$ cat config.mk
export PLATFORM = sky130hd
export DESIGN_NAME = pipe_stage_chain_flat
export DESIGN_NICKNAME = d
export VERILOG_FILES = /design/src/rtl/pipe_stage_chain_if.sv /design/src/rtl/pipe_stage_chain.sv /design/src/flat_wrapper.sv
export SDC_FILE = /design/constraint.sdc
export NUM_CORES = 1
export LEC_CHECK = 0
export BUFFER_PORTS_ARGS = -buffer_cell sky130_fd_sc_hd__buf_2
export CAP_MARGIN = 10
export CORE_MARGIN = 2
export CORE_UTILIZATION = 49
export CTS_BUF_LIST = sky130_fd_sc_hd__clkbuf_2
export DETAILED_ROUTE_END_ITERATION = 10
export GPL_TIMING_DRIVEN = 0
export PLACE_DENSITY = 0.82
export SLEW_MARGIN = 20
export SYNTH_ARGS = -nofsm -noshare
export SYNTH_HDL_FRONTEND = slang
export SYNTH_SLANG_ARGS = --single-unit
$ cat constraint.sdc
create_clock -name Clk -period 5.35 [get_ports Clk]
set_clock_uncertainty 0.2 [all_clocks]
set_input_delay 1.605 -clock Clk [delete_from_list [all_inputs] [get_ports Clk]]
set_output_delay 1.605 -clock Clk [all_outputs]
set_load 0.005 [all_outputs]
$ cat src/rtl/pipe_stage_chain_if.sv
// Handshake/data bundle between the hazard-controlled stage chain and its neighbours.
// The master side drives payload and stall/flush masks; the slave side returns stage state.
interface pipe_stage_chain_if #(
  parameter int WIDTH = 32,
  parameter int DEPTH = 4
);
  logic                   InValid;
  logic [WIDTH-1:0]       InData;
  logic [DEPTH-1:0]       StallMask;
  logic [DEPTH-1:0]       FlushMask;
  logic [DEPTH-1:0]       OutValid;
  logic [DEPTH*WIDTH-1:0] OutData;
  logic                   HaltSeen;
  logic                   Halted;

  modport master (
    output InValid, InData, StallMask, FlushMask,
    input  OutValid, OutData, HaltSeen, Halted
  );

  modport slave (
    input  InValid, InData, StallMask, FlushMask,
    output OutValid, OutData, HaltSeen, Halted
  );
endinterface

$ cat src/rtl/pipe_stage_chain.sv
// N-stage pipeline register chain with per-stage valid, stall, flush, bubble insertion
// behind held stages, and halt-sentinel drain tracking.
module pipe_stage_chain #(
  parameter int               WIDTH     = 32,
  parameter int               DEPTH     = 4,
  parameter logic [WIDTH-1:0] BUBBLE    = 32'hfc000000,
  parameter logic [WIDTH-1:0] HALT_WORD = 32'hffffffff
) (
  input logic               Clk,
  input logic               Reset,
  pipe_stage_chain_if.slave bus
);

  localparam int           CW       = $clog2(DEPTH);
  localparam logic [CW-1:0] CNT_INIT = CW'(DEPTH - 1);
  localparam logic [CW-1:0] CNT_ZERO = {CW{1'b0}};
  localparam logic [CW-1:0] CNT_ONE  = CW'(1);

  logic [DEPTH-1:0]       stageValidR;
  logic [DEPTH*WIDTH-1:0] stageDataR;
  logic                   haltSeenR;
  logic                   haltedR;
  logic [CW-1:0]          cntR;

  logic [DEPTH-1:0]       holdS;
  logic [DEPTH-1:0]       validNxtS;
  logic [DEPTH*WIDTH-1:0] dataNxtS;
  logic                   captureS;
  logic                   haltSeenNxtS;
  logic [CW-1:0]          cntNxtS;

  // Hold propagates downward: a stall at stage k freezes stages 0..k.
  always_comb begin
    holdS = {DEPTH{1'b0}};
    holdS[DEPTH-1] = bus.StallMask[DEPTH-1];
    for (int i = DEPTH - 2; i >= 0; i--) begin
      holdS[i] = holdS[i+1] | bus.StallMask[i];
    end
  end

  // Per-stage next state: flush, then hold, then bubble behind a hold, then shift.
  always_comb begin
    validNxtS = stageValidR;
    dataNxtS  = stageDataR;

    if (bus.FlushMask[0]) begin
      validNxtS[0]          = 1'b0;
      dataNxtS[WIDTH-1:0]   = BUBBLE;
    end else if (holdS[0]) begin
      validNxtS[0]          = stageValidR[0];
      dataNxtS[WIDTH-1:0]   = stageDataR[WIDTH-1:0];
    end else if (haltSeenR) begin
      // Nothing past the halt sentinel may enter the chain.
      validNxtS[0]          = 1'b0;
      dataNxtS[WIDTH-1:0]   = BUBBLE;
    end else begin
      validNxtS[0]          = bus.InValid;
      dataNxtS[WIDTH-1:0]   = bus.InData;
    end

    for (int i = 1; i < DEPTH; i++) begin
      if (bus.FlushMask[i]) begin
        validNxtS[i]                = 1'b0;
        dataNxtS[i*WIDTH +: WIDTH]  = BUBBLE;
      end else if (holdS[i]) begin
        validNxtS[i]                = stageValidR[i];
        dataNxtS[i*WIDTH +: WIDTH]  = stageDataR[i*WIDTH +: WIDTH];
      end else if (holdS[i-1]) begin
        validNxtS[i]                = 1'b0;
        dataNxtS[i*WIDTH +: WIDTH]  = BUBBLE;
      end else begin
        validNxtS[i]                = stageValidR[i-1];
        dataNxtS[i*WIDTH +: WIDTH]  = stageDataR[(i-1)*WIDTH +: WIDTH];
      end
    end
  end

  // Halt capture and drain countdown; the counter only moves on stall-free edges.
  always_comb begin
    captureS = ~bus.FlushMask[0] & ~holdS[0] & ~haltSeenR & bus.InValid &
               (bus.InData == HALT_WORD);
    haltSeenNxtS = haltSeenR | captureS;
    if (captureS) begin
      cntNxtS = CNT_INIT;
    end else if ((bus.StallMask == {DEPTH{1'b0}}) && (cntR != CNT_ZERO)) begin
      cntNxtS = cntR - CNT_ONE;
    end else begin
      cntNxtS = cntR;
    end
  end

  // State registers; Halted is precomputed from next state so it stays a flop output.
  always_ff @(posedge Clk) begin
    if (Reset) begin
      stageValidR <= {DEPTH{1'b0}};
      stageDataR  <= {DEPTH{BUBBLE}};
      haltSeenR   <= 1'b0;
      haltedR     <= 1'b0;
      cntR        <= CNT_ZERO;
    end else begin
      stageValidR <= validNxtS;
      stageDataR  <= dataNxtS;
      haltSeenR   <= haltSeenNxtS;
      haltedR     <= haltSeenNxtS & (cntNxtS == CNT_ZERO);
      cntR        <= cntNxtS;
    end
  end

  assign bus.OutValid = stageValidR;
  assign bus.OutData  = stageDataR;
  assign bus.HaltSeen = haltSeenR;
  assign bus.Halted   = haltedR;

endmodule

$ cat src/flat_wrapper.sv
// flat-port wrapper written by rule: the top's interface ports become plain ports
module pipe_stage_chain_flat 
#(
  parameter int               WIDTH     = 32,
  parameter int               DEPTH     = 4,
  parameter logic [WIDTH-1:0] BUBBLE    = 32'hfc000000,
  parameter logic [WIDTH-1:0] HALT_WORD = 32'hffffffff
)
  (Clk, Reset, bus_InValid, bus_InData, bus_StallMask, bus_FlushMask, bus_OutValid, bus_OutData, bus_HaltSeen, bus_Halted);
  pipe_stage_chain_if #(.WIDTH(WIDTH), .DEPTH(DEPTH)) bus_i ();
  input logic Clk;
  input logic Reset;
  input wire logic [$bits(bus_i.InValid)-1:0] bus_InValid;
  input wire logic [$bits(bus_i.InData)-1:0] bus_InData;
  input wire logic [$bits(bus_i.StallMask)-1:0] bus_StallMask;
  input wire logic [$bits(bus_i.FlushMask)-1:0] bus_FlushMask;
  output wire logic [$bits(bus_i.OutValid)-1:0] bus_OutValid;
  output wire logic [$bits(bus_i.OutData)-1:0] bus_OutData;
  output wire logic [$bits(bus_i.HaltSeen)-1:0] bus_HaltSeen;
  output wire logic [$bits(bus_i.Halted)-1:0] bus_Halted;
  assign bus_i.InValid = bus_InValid;
  assign bus_i.InData = bus_InData;
  assign bus_i.StallMask = bus_StallMask;
  assign bus_i.FlushMask = bus_FlushMask;
  assign bus_OutValid = bus_i.OutValid;
  assign bus_OutData = bus_i.OutData;
  assign bus_HaltSeen = bus_i.HaltSeen;
  assign bus_Halted = bus_i.Halted;
  pipe_stage_chain #(.WIDTH(WIDTH), .DEPTH(DEPTH), .BUBBLE(BUBBLE), .HALT_WORD(HALT_WORD)) u_core (.Clk(Clk), .Reset(Reset), .bus(bus_i));
endmodule
==> results.toml, run 1 <==
[floorplan]
die_width_um = 106
die-area_um2 = 11300
ios = 177
rows = 37
die_h_um = 106
core_region_area_um2 = 10200
initial_core_util_pct = 50.1

[route]
drt_wl_total_um = 14400
first_pass_iters = 6
drt-wirelength-per-cell_um = 15.5
postRouteAntennaNets = 0
number_of_drc_violations_after_detailed_routing_iteration_0 = 326
drc_errors = 0
vias_per_cell = 5.37
vias = 5021

[timing]
timing_hold_violations_final = 0
grt_setup_unrepaired = "no"
setup-tns-final_ps = 0
postLayoutSetupSlackWorst_ps = 2260
slew_headroom_pct = 54.3
post-route-period-util_pct = 57.7
setup-violations-final = 0
timing_worst_slew_pin_value_ps = 681
report.final.slew_viol_count = 0
finalWorstPathRequiredPeriod_ps = 3090
fmaxAchievable_mhz = 324

[setup_path]
worst-endpoint-arrival_ps = 1280
critical-path-slowest-cell = "sky130_fd_sc_hd__dfxtp_1"
worstSetupEndpointType = "primary output"
timing.reg2reg.worst_path_depth = 5
crit_path_max_fanout = 3
critical_path_required_ps = 3550
critical_path.top_delay_family = "flip-flops"
critical_path.n_buffers_inverters = 1
timing.critical_path.cells = "buf_2"
number_of_stages_on_the_worst_setup_path = 1
worstSetupStartpointType = "register"
critical_path.max_stage_delay_ps = 450
timing_worst_setup_path_type = "register to primary output"

[grt]
pin_count_of_the_biggest_net_entering_global_routing = 17
grt.total_usage_pct = 25.7
grt_remaining_overflow = 0
first_global_vias = 4599
grt_first_pass_wirelength_um = 22900
grt_antenna_before_repair = 0

[power_and_ir_drop]
power-per-cell-area_nw_per_um2 = 264
vdd_drop_max_uv = 162
finalPower_mw = 1.69
static-leakage-power_nw = 2.51

[worst_hold_path]
cell_depth_of_the_worst_hold_path = 2
holdCritPathClass = "register to register"

[logic_synthesis]
synth_top_area_cell = "sky130_fd_sc_hd__dfxtp_1"
syn-instance-count = 592
synthesis.area_um2 = 5130
synth_seq_area_share_pct = 53.1
synth_cell_type_count = 31
synth-seq-cells = 136
synthesis.nets = 636
yosysWarnings = 0
syn-mean-instance-area_um2 = 8.66
synth_top_cells_by_area = "sky130_fd_sc_hd__dfxtp_1 (53%), sky130_fd_sc_hd__a21oi_1 (7.9%), sky130_fd_sc_hd__nor2_1 (7.8%), sky130_fd_sc_hd__nor3b_1 (7.8%), sky130_fd_sc_hd__a22oi_1 (4.0%)"
synth.top_cell.area_share_pct = 53.1

[placed_design]
dpl_cell_area_um2 = 6170
buffer_ports.inserted = 174
place_congestion = 0.873
dp_worst_setup_slack_ps = 1880
dpl.hpwl_um = 11200
dp.cells = 902

[clocking]
clock-root-buffer = "sky130_fd_sc_hd__clkbuf_2"
tritoncts_num_sinks = 136
clk_pin_slew_worst_paths_ps = 180
hold_buffers_post_cts = 0
post_cts.resized_instances = 0
cts-root-to-sink-buffers = 2
worstSkewPairLatency_ps = 690
cts.repair_timing.setup_buffer_count = 0
tritoncts.num_buffers = 17
cts_tree = "done"
h-tree-depth = 4

[layout]
area.growth.synth_to_final_pct = 24.8
combined_area_of_the_multi_input_logic_cells_um2 = 2160
stdcell_count = 935
final_stage_net_count = 829
final_area_um2 = 6400
fillCellCount = 903
regArea_um2 = 2720
drive_above_1_share_pct = 27.1

[status]
status = "complete, no violations"

[job]
max_cap_viol_count = 0
-- cell families (layout without fill, tap and decap cells) --
kind of cell	Yosys count	count (layout)	synth area share (%)
AO/OA/AOI/OAI	135	135	14.6
XOR/XNOR	1	1	0.171
adder cells (fa/ha/maj)	1	1	0.244
buffers and inverters	57	263	4.71
flip-flops	136	136	53.1
multiplexers	1	1	0.220
other	0	1	0
AND/OR/NAND/NOR	261	261	26.9
-- report_power, final --
part | switching [mW] | internal [mW] | total (mW)
combinational | 0.0648 | 0.0331 | 0.0979
sequential | 0.00193 | 1.02 | 1.02
clock | 0.363 | 0.212 | 0.575
total | 0.430 | 1.26 | 1.69
-- worst paths after layout --
| path | start | endpoint | slack, ps |
|---|---|---|---|
| worst min register to register | u_core.bus.OutData[86] | u_core.bus.OutData[86] | 290 |
| worst max register to register | u_core.bus.HaltSeen | u_core.bus.OutData[12] | 3640 |
| worst max-delay path | u_core.bus.OutData[52] | bus_OutData[52] | 2260 |
| worst min-delay path | u_core.bus.OutData[86] | u_core.bus.OutData[86] | 290 |
-- Yosys cell counts (all sizes together) --
cell,count
nand3,1
nand3b,27
inv,4
nand2b,1
or4,1
and4b,1
nand4,6
dfxtp,136
nor4,2
nor3,20
mux2,1
or2,5
a22oi,27
xnor2,1
clkbuf,43
nor3b,53
o21ai,21
o22ai,6
nand2,34
or3,1
buf,10
nor2,107
ha,1
a21oi,81
nand4b,2
-- state kept, by name, indices dropped and copies added, names as in the netlist --
| register | cells |
|---|---|
| u_core.bus.OutValid | 4 |
| u_core.cntR | 2 |
| u_core.bus.Halted | 1 |
| u_core.bus.HaltSeen | 1 |
| u_core.bus.OutData | 128 |
-- cell usage in the layout (no fill, tap or decap), drive strengths merged --
cell,count
a21oi,81
a22oi,27
and4b,1
buf,184
bufinv,2
clkbuf,62
clkinv,6
clkinvlp,5
dfxtp,136
diode,1
ha,1
inv,4
mux2,1
nand2,34
nand2b,1
nand3,1
nand3b,27
nand4,6
nand4b,2
nor2,107
nor3,20
nor3b,53
nor4,2
o21ai,21
o22ai,6
or2,5
or3,1
or4,1
xnor2,1
-- through the flow --
step	hold WS, ps	util [%]
6_report	287	62.5
3_3_place_gp	258	60.3
4_1_cts	289	62.5
5_1_grt	305	62.5
3_5_place_dp	267	60.3
2_1_floorplan	261	-
-- area by class of cell --
cell class | instances | share of cell area [%]
antenna | 1 | 0.0391
clock inverter | 13 | 2.05
inverter | 4 | 0.235
multi-input combinational | 399 | 33.8
timing repair buffer | 174 | 13.6
buffer | 53 | 3.54
tap | 136 | 2.66
sequential | 136 | 42.5
clock buffer | 19 | 1.49
-- routing by layer --
layer  wire length [um]  up-vias  GRT usage (%)
li1                   -     2440              -
met3                768       32           5.21
met5                  0        -              0
met2               6980      164           42.9
met1               6330     2385           32.8
met4                371        0           9.59
Note: power is estimated with default switching activity, not from simulation.
==> run 2, diff against run 1 <==
Settings changed: ABC_AREA set to 1, CORE_UTILIZATION 49 to 46.
Clock period 5.35 ns to 2.6 ns, I/O delays scaled along.
==> run 2 against run 1 <==
Sequential share of layout area is 1.7 points higher; register-to-register slack got worse by 2800 ps; global-route usage down 2.7 points; utilization decreased by 2.6 points; clock-buffer cell count unchanged; non-clock buffer count is 15 lower; first-iteration DRC count is 20% lower; largest power group unchanged; sequential power grew 110%; die area rose by 0.83%; setup slack got worse by 1900 ps; combinational power is 75% higher.
==> results.toml, run 2 <==
[status]
status = "complete, no violations"

[logic_synthesis]
synthMostInstantiatedCell = "sky130_fd_sc_hd__nand2_1"
synth_top_area_cell = "sky130_fd_sc_hd__dfxtp_1"
async_flop_share_pct = 0
synthesis.nets = 666
synth.top_cell.area_share_pct = 56.1
yosysWarnings = 0
syn-instance-count = 622
synth.top_cells.by_count = "sky130_fd_sc_hd__nand2_1 (240), sky130_fd_sc_hd__dfxtp_1 (136), sky130_fd_sc_hd__a21oi_1 (110)"
synthesis.area_um2 = 4860
syn-mean-instance-area_um2 = 7.81
synth_cell_type_count = 18
synth_seq_area_share_pct = 56.1
synth-seq-cells = 136
post_synth_edffs = 0
synth_top_cells_by_area = "sky130_fd_sc_hd__dfxtp_1 (56%), sky130_fd_sc_hd__nand2_1 (19%), sky130_fd_sc_hd__a21oi_1 (11%), sky130_fd_sc_hd__nand3_1 (3.8%), sky130_fd_sc_hd__o22ai_1 (2.1%)"
synth_ff_type = "sky130_fd_sc_hd__dfxtp_1"

[setup_path]
critical_path.n_buffers_inverters = 1
worstSetupEndpointType = "primary output"
critical_path.max_stage_delay_ps = 500
critical-path-slowest-cell = "sky130_fd_sc_hd__dfxtp_1"
worstSetupStartpointType = "register"
worst-endpoint-arrival_ps = 1300
timing_worst_setup_path_type = "register to primary output"
timing.critical_path.cells = "buf_2"
critical_path.top_delay_family = "flip-flops"
crit_path_max_fanout = 8
critical_path_required_ps = 1620

[layout]
stdcell_count = 967
final_area_um2 = 6160
drive_above_1_share_pct = 27.5
combined_area_of_the_multi_input_logic_cells_um2 = 1910
largest_register_ff_count = 128
area.growth.synth_to_final_pct = 26.8
mostFrequentLayoutCell = "sky130_fd_sc_hd__nand2_1"
post-route-util_pct = 59.9
fillCellCount = 998
final_stage_net_count = 861
regArea_um2 = 2720
layout.cells.most_common_list = "sky130_fd_sc_hd__nand2_1 (240), sky130_fd_sc_hd__buf_2 (191), sky130_fd_sc_hd__dfxtp_1 (136)"

[clocking]
cts.repair_timing.setup_buffer_count = 0
clock-root-buffer = "sky130_fd_sc_hd__clkbuf_2"
hold_buffers_post_cts = 0
post_cts.resized_instances = 0
tritoncts.num_buffers = 17
clk_pin_slew_worst_paths_ps = 200
h-tree-depth = 4
tritoncts_num_sinks = 136
cts_tree = "done"
worstSkewPairLatency_ps = 630
cts-root-to-sink-buffers = 2

[placed_design]
buffer_ports.inserted = 176
dpl_cell_area_um2 = 5910
place_congestion = 0.882
dpl.hpwl_um = 10200
dp_worst_setup_slack_ps = 30.0
dp.cells = 934

[grt]
first_global_vias = 4302
pin_count_of_the_biggest_net_entering_global_routing = 17
grt_most_used_layer = "met2"
global_route.usage.met2_pct = 37.6
grt_use_met1_pct = 29.7
grt_antenna_before_repair = 1
grt_first_pass_wirelength_um = 20800
global_route.usage.met3_pct = 4.44
grt_remaining_overflow = 0
grt.total_usage_pct = 23.0

[job]
max_cap_viol_count = 0

[route]
drc_errors = 0
postRouteAntennaNets = 0
vias = 4753
drt_wl_total_um = 13200
vias_per_cell = 4.92
number_of_drc_violations_after_detailed_routing_iteration_0 = 261
drt-wirelength-per-cell_um = 13.6
first_pass_iters = 5

[timing]
slew_headroom_pct = 64.4
fmaxAchievable_mhz = 439
report.final.slew_viol_count = 0
timing_worst_slew_pin_value_ps = 534
hold_slack_ps = 162
post-route-period-util_pct = 87.6
setup-tns-final_ps = 0
finalWorstPathRequiredPeriod_ps = 2280
grt_setup_unrepaired = "no"
setup-violations-final = 0
postLayoutSetupSlackWorst_ps = 323
timing_hold_violations_final = 0

[worst_hold_path]
holdCritPathClass = "input pin to register"

[floorplan]
die-area_um2 = 11400
die_width_um = 107
core_region_area_um2 = 10300
initial_core_util_pct = 47.2
die_h_um = 107
ios = 177
rows = 37

[power_and_ir_drop]
vdd_drop_max_uv = 281
power-per-cell-area_nw_per_um2 = 576
static-leakage-power_nw = 2.56
finalPower_mw = 3.55
## run 2: layer usage
layer / routed length, um / vias to the layer above
met5: 0 / -
met4: 348 / 0
met3: 602 / 29
met2: 6230 / 150
met1: 6000 / 2149
li1: - / 2425
## run 2: layout make-up
cell class	instances	share of cell area, %
inverter	17	1.04
clock buffer	19	1.54
clock inverter	13	2.52
tap	136	2.76
sequential	136	44.2
multi-input combinational	433	31.0
antenna	1	0.0406
buffer	36	2.62
timing repair buffer	176	14.3
## run 2: cells by family (layout without fill, tap and decap cells)
| group | count (synthesis) | after routing | synth area share (%) |
|---|---|---|---|
| compound gates | 134 | 134 | 14.5 |
| fa+ha+maj | 1 | 1 | 0.258 |
| buf+inv | 53 | 261 | 4.64 |
| flops | 136 | 136 | 56.1 |
| other cells | 0 | 1 | 0 |
| simple gates | 298 | 298 | 24.5 |
## run 2: tightest hold or removal path, stage by stage
cell                      delay [ps]
sky130_fd_sc_hd__buf_2            80
sky130_fd_sc_hd__o21ai_0          60
sky130_fd_sc_hd__nand3_1          60
## run 2: report_power, final
part / switching, mW / internal (mW) / total, mW
sequential: 0.00417 / 2.09 / 2.10
combinational: 0.118 / 0.0531 / 0.171
clock: 0.748 / 0.535 / 1.28
total: 0.870 / 2.68 / 3.55
## run 2: final timing paths
kind,startpoint,to,slack [ps],cells after the start
hold reg to reg,u_core.bus.OutData[78],u_core.bus.OutData[110],260,2
setup reg to reg,u_core.bus.HaltSeen,u_core.bus.OutData[16],810,5
hold / removal,bus_InData[30],u_core.bus.OutData[30],160,3
setup / recovery,u_core.bus.HaltSeen,bus_HaltSeen,320,1
==> run 3, diff against run 2 <==
Settings changed: CTS_CLUSTER_SIZE set to 16, REMOVE_ABC_BUFFERS set to 1, SLEW_MARGIN 20 to not set.
==> run 3 against run 2 <==
Final cell count fell by 3.4%; non-clock buffer count down 35; sequential power about the same; setup slack lost 170 ps; fmax shrank 6.9%; cell area is 2.5% lower; via count shrank 2.0%; first-iteration DRC count is 34% higher; utilization is 1.5 points lower.
==> results.toml, run 3 (synthesis gave the netlist of run 2 again) <==
[floorplan]
die-area_um2 = 11400
die_h_um = 107
rows = 37
initial_core_util_pct = 47.2
die_width_um = 107
core_region_area_um2 = 10300
ios = 177

[setup_path]
critical-path-slowest-cell = "sky130_fd_sc_hd__nor2_4"
critical_path.max_stage_delay_ps = 480
crit_path_max_fanout = 39
critical_path_required_ps = 2950
timing.critical_path.cells = "buf_2 > nor2_4 > nand2_4 > nor2_4 > inv_2 > o22ai_1 > nand2_1"
worstSetupEndpointType = "register"
worstSetupStartpointType = "input pin"
critical_path.top_delay_family = "simple AND/OR/NAND/NOR gates"
crit_top_cell = "sky130_fd_sc_hd__nor2_4"
worst-endpoint-arrival_ps = 2790
critical_path.n_buffers_inverters = 2
timing_worst_setup_path_type = "input pin to register"

[placed_design]
buffer_ports.inserted = 176
place_congestion = 0.850
dpl.hpwl_um = 9060
dp.cells = 898
dpl_cell_area_um2 = 5750

[layout]
diodes = 0
stdcell_count = 934
layout.cells.most_common_list = "sky130_fd_sc_hd__nand2_1 (240), sky130_fd_sc_hd__buf_2 (176), sky130_fd_sc_hd__dfxtp_1 (136)"
fillCellCount = 1025
mostFrequentLayoutCell = "sky130_fd_sc_hd__nand2_1"
final_stage_net_count = 830
area.growth.synth_to_final_pct = 23.7
drive_above_1_share_pct = 27.3
largest_register_ff_count = 128
final_area_um2 = 6010

[route]
drc_errors = 0
number_of_drc_violations_after_detailed_routing_iteration_0 = 349
vias_per_cell = 4.99
drt_wl_total_um = 13400
vias = 4658
drt-wirelength-per-cell_um = 14.4
first_pass_iters = 5
postRouteAntennaNets = 0

[timing]
timing_worst_slew_pin_value_ps = 918
timing_hold_violations_final = 0
setup-violations-final = 0
finalWorstPathRequiredPeriod_ps = 2450
post-route-period-util_pct = 94.0
report.final.slew_viol_count = 0
grt_setup_unrepaired = "no"
fmaxAchievable_mhz = 409
slew_headroom_pct = 38.7

[clocking]
cts_tree = "done"
worstSkewPairLatency_ps = 670
tritoncts_num_sinks = 136
tritoncts.num_buffers = 17
h-tree-depth = 4
hold_buffers_post_cts = 0
cts-root-to-sink-buffers = 2
clock-root-buffer = "sky130_fd_sc_hd__clkbuf_2"
clk_pin_slew_worst_paths_ps = 200

[power_and_ir_drop]
share_clk_of_total_power_pct = 34.2
p_sw_mw = 0.867
power-per-cell-area_nw_per_um2 = 572
power.share.switching_pct = 25.2
internal_power_mw = 2.57
finalPower_mw = 3.44
sequentialPowerShare_pct = 61.0
comb_power_share_pct = 4.8
vdd_drop_max_uv = 233
static-leakage-power_nw = 2.47

[status]
status = "complete, no violations"

[grt]
grt_antenna_before_repair = 0
pin_count_of_the_biggest_net_entering_global_routing = 40
grt.total_usage_pct = 23.3
first_global_vias = 4204
grt_remaining_overflow = 0
grt_first_pass_wirelength_um = 20900

[worst_hold_path]
holdCritPathClass = "input pin to register"

[job]
max_cap_viol_count = 0
-- run 3: power groups by stage --
stage	Combinational (mW)	Clock (mW)	Sequential (mW)
2_1_floorplan	0.0739	0	2.14
3_3_place_gp	0.154	0	2.14
3_5_place_dp	0.155	0	2.14
4_1_cts	0.164	1.21	2.10
5_1_grt	0.181	1.29	2.10
6_report	0.165	1.18	2.10
-- run 3: stage by stage --
| stage | setup WS [ps] | TNS, ps | hold slack [ps] | utilization, % |
|---|---|---|---|---|
| CTS | 197 | 0 | 76.5 | 58.4 |
| global placement | -2110 | -161110 | 248 | 55.9 |
| floorplan | -685 | -31990 | 253 | - |
| global route | 34.3 | 0 | 73.2 | 58.4 |
| finish | 155 | 0 | 147 | 58.4 |
| detailed placement | -2080 | -160040 | 254 | 55.9 |
-- run 3: repair_timing --
| action | CTS | global route |
|---|---|---|
| resized for setup | 2 | 0 |
| setup endpoints to repair | 96 | 2 |
| setup buffers | 1 | 0 |
| gates cloned | 3 | 1 |
| pin swaps | 2 | 0 |
-- run 3: layer usage --
metal / wire (um) / track usage [%] / up-vias
met5: 0 / 0 / -
li1: - / - / 2372
met3: 724 / 4.44 / 26
met1: 5990 / 30.5 / 2090
met4: 329 / 11.2 / 0
met2: 6370 / 37.0 / 170
-- run 3: area by class of cell --
cell class,count,area [um2],share of cell area [%]
Sequential cell,136,2720,45.3
Multi-Input combinational cell,436,1930,32.2
Timing Repair Buffer,177,888,14.8
Tap cell,136,170,2.83
Clock inverter,13,131,2.19
Clock buffer,18,90.1,1.50
Inverter,17,67.6,1.12
Timing Repair inverter,1,5.00,0.0833
-- run 3: worst register-to-register path: cells and delay by family, from the launching register on --
family        cells  cell delay (ps)
buf+inv           1              680
flops             1              410
simple gates      6              730
-- run 3: worst paths after layout --
check / start / slack (ps) / end / depth (start not counted)
setup / recovery: bus_StallMask[3] / 150 / u_core.bus.OutData[63] / 7
hold / removal: bus_InData[30] / 150 / u_core.bus.OutData[30] / 3
setup reg to reg: u_core.bus.HaltSeen / 540 / u_core.bus.Halted / 7
hold reg to reg: u_core.bus.OutData[33] / 260 / u_core.bus.OutData[65] / 2
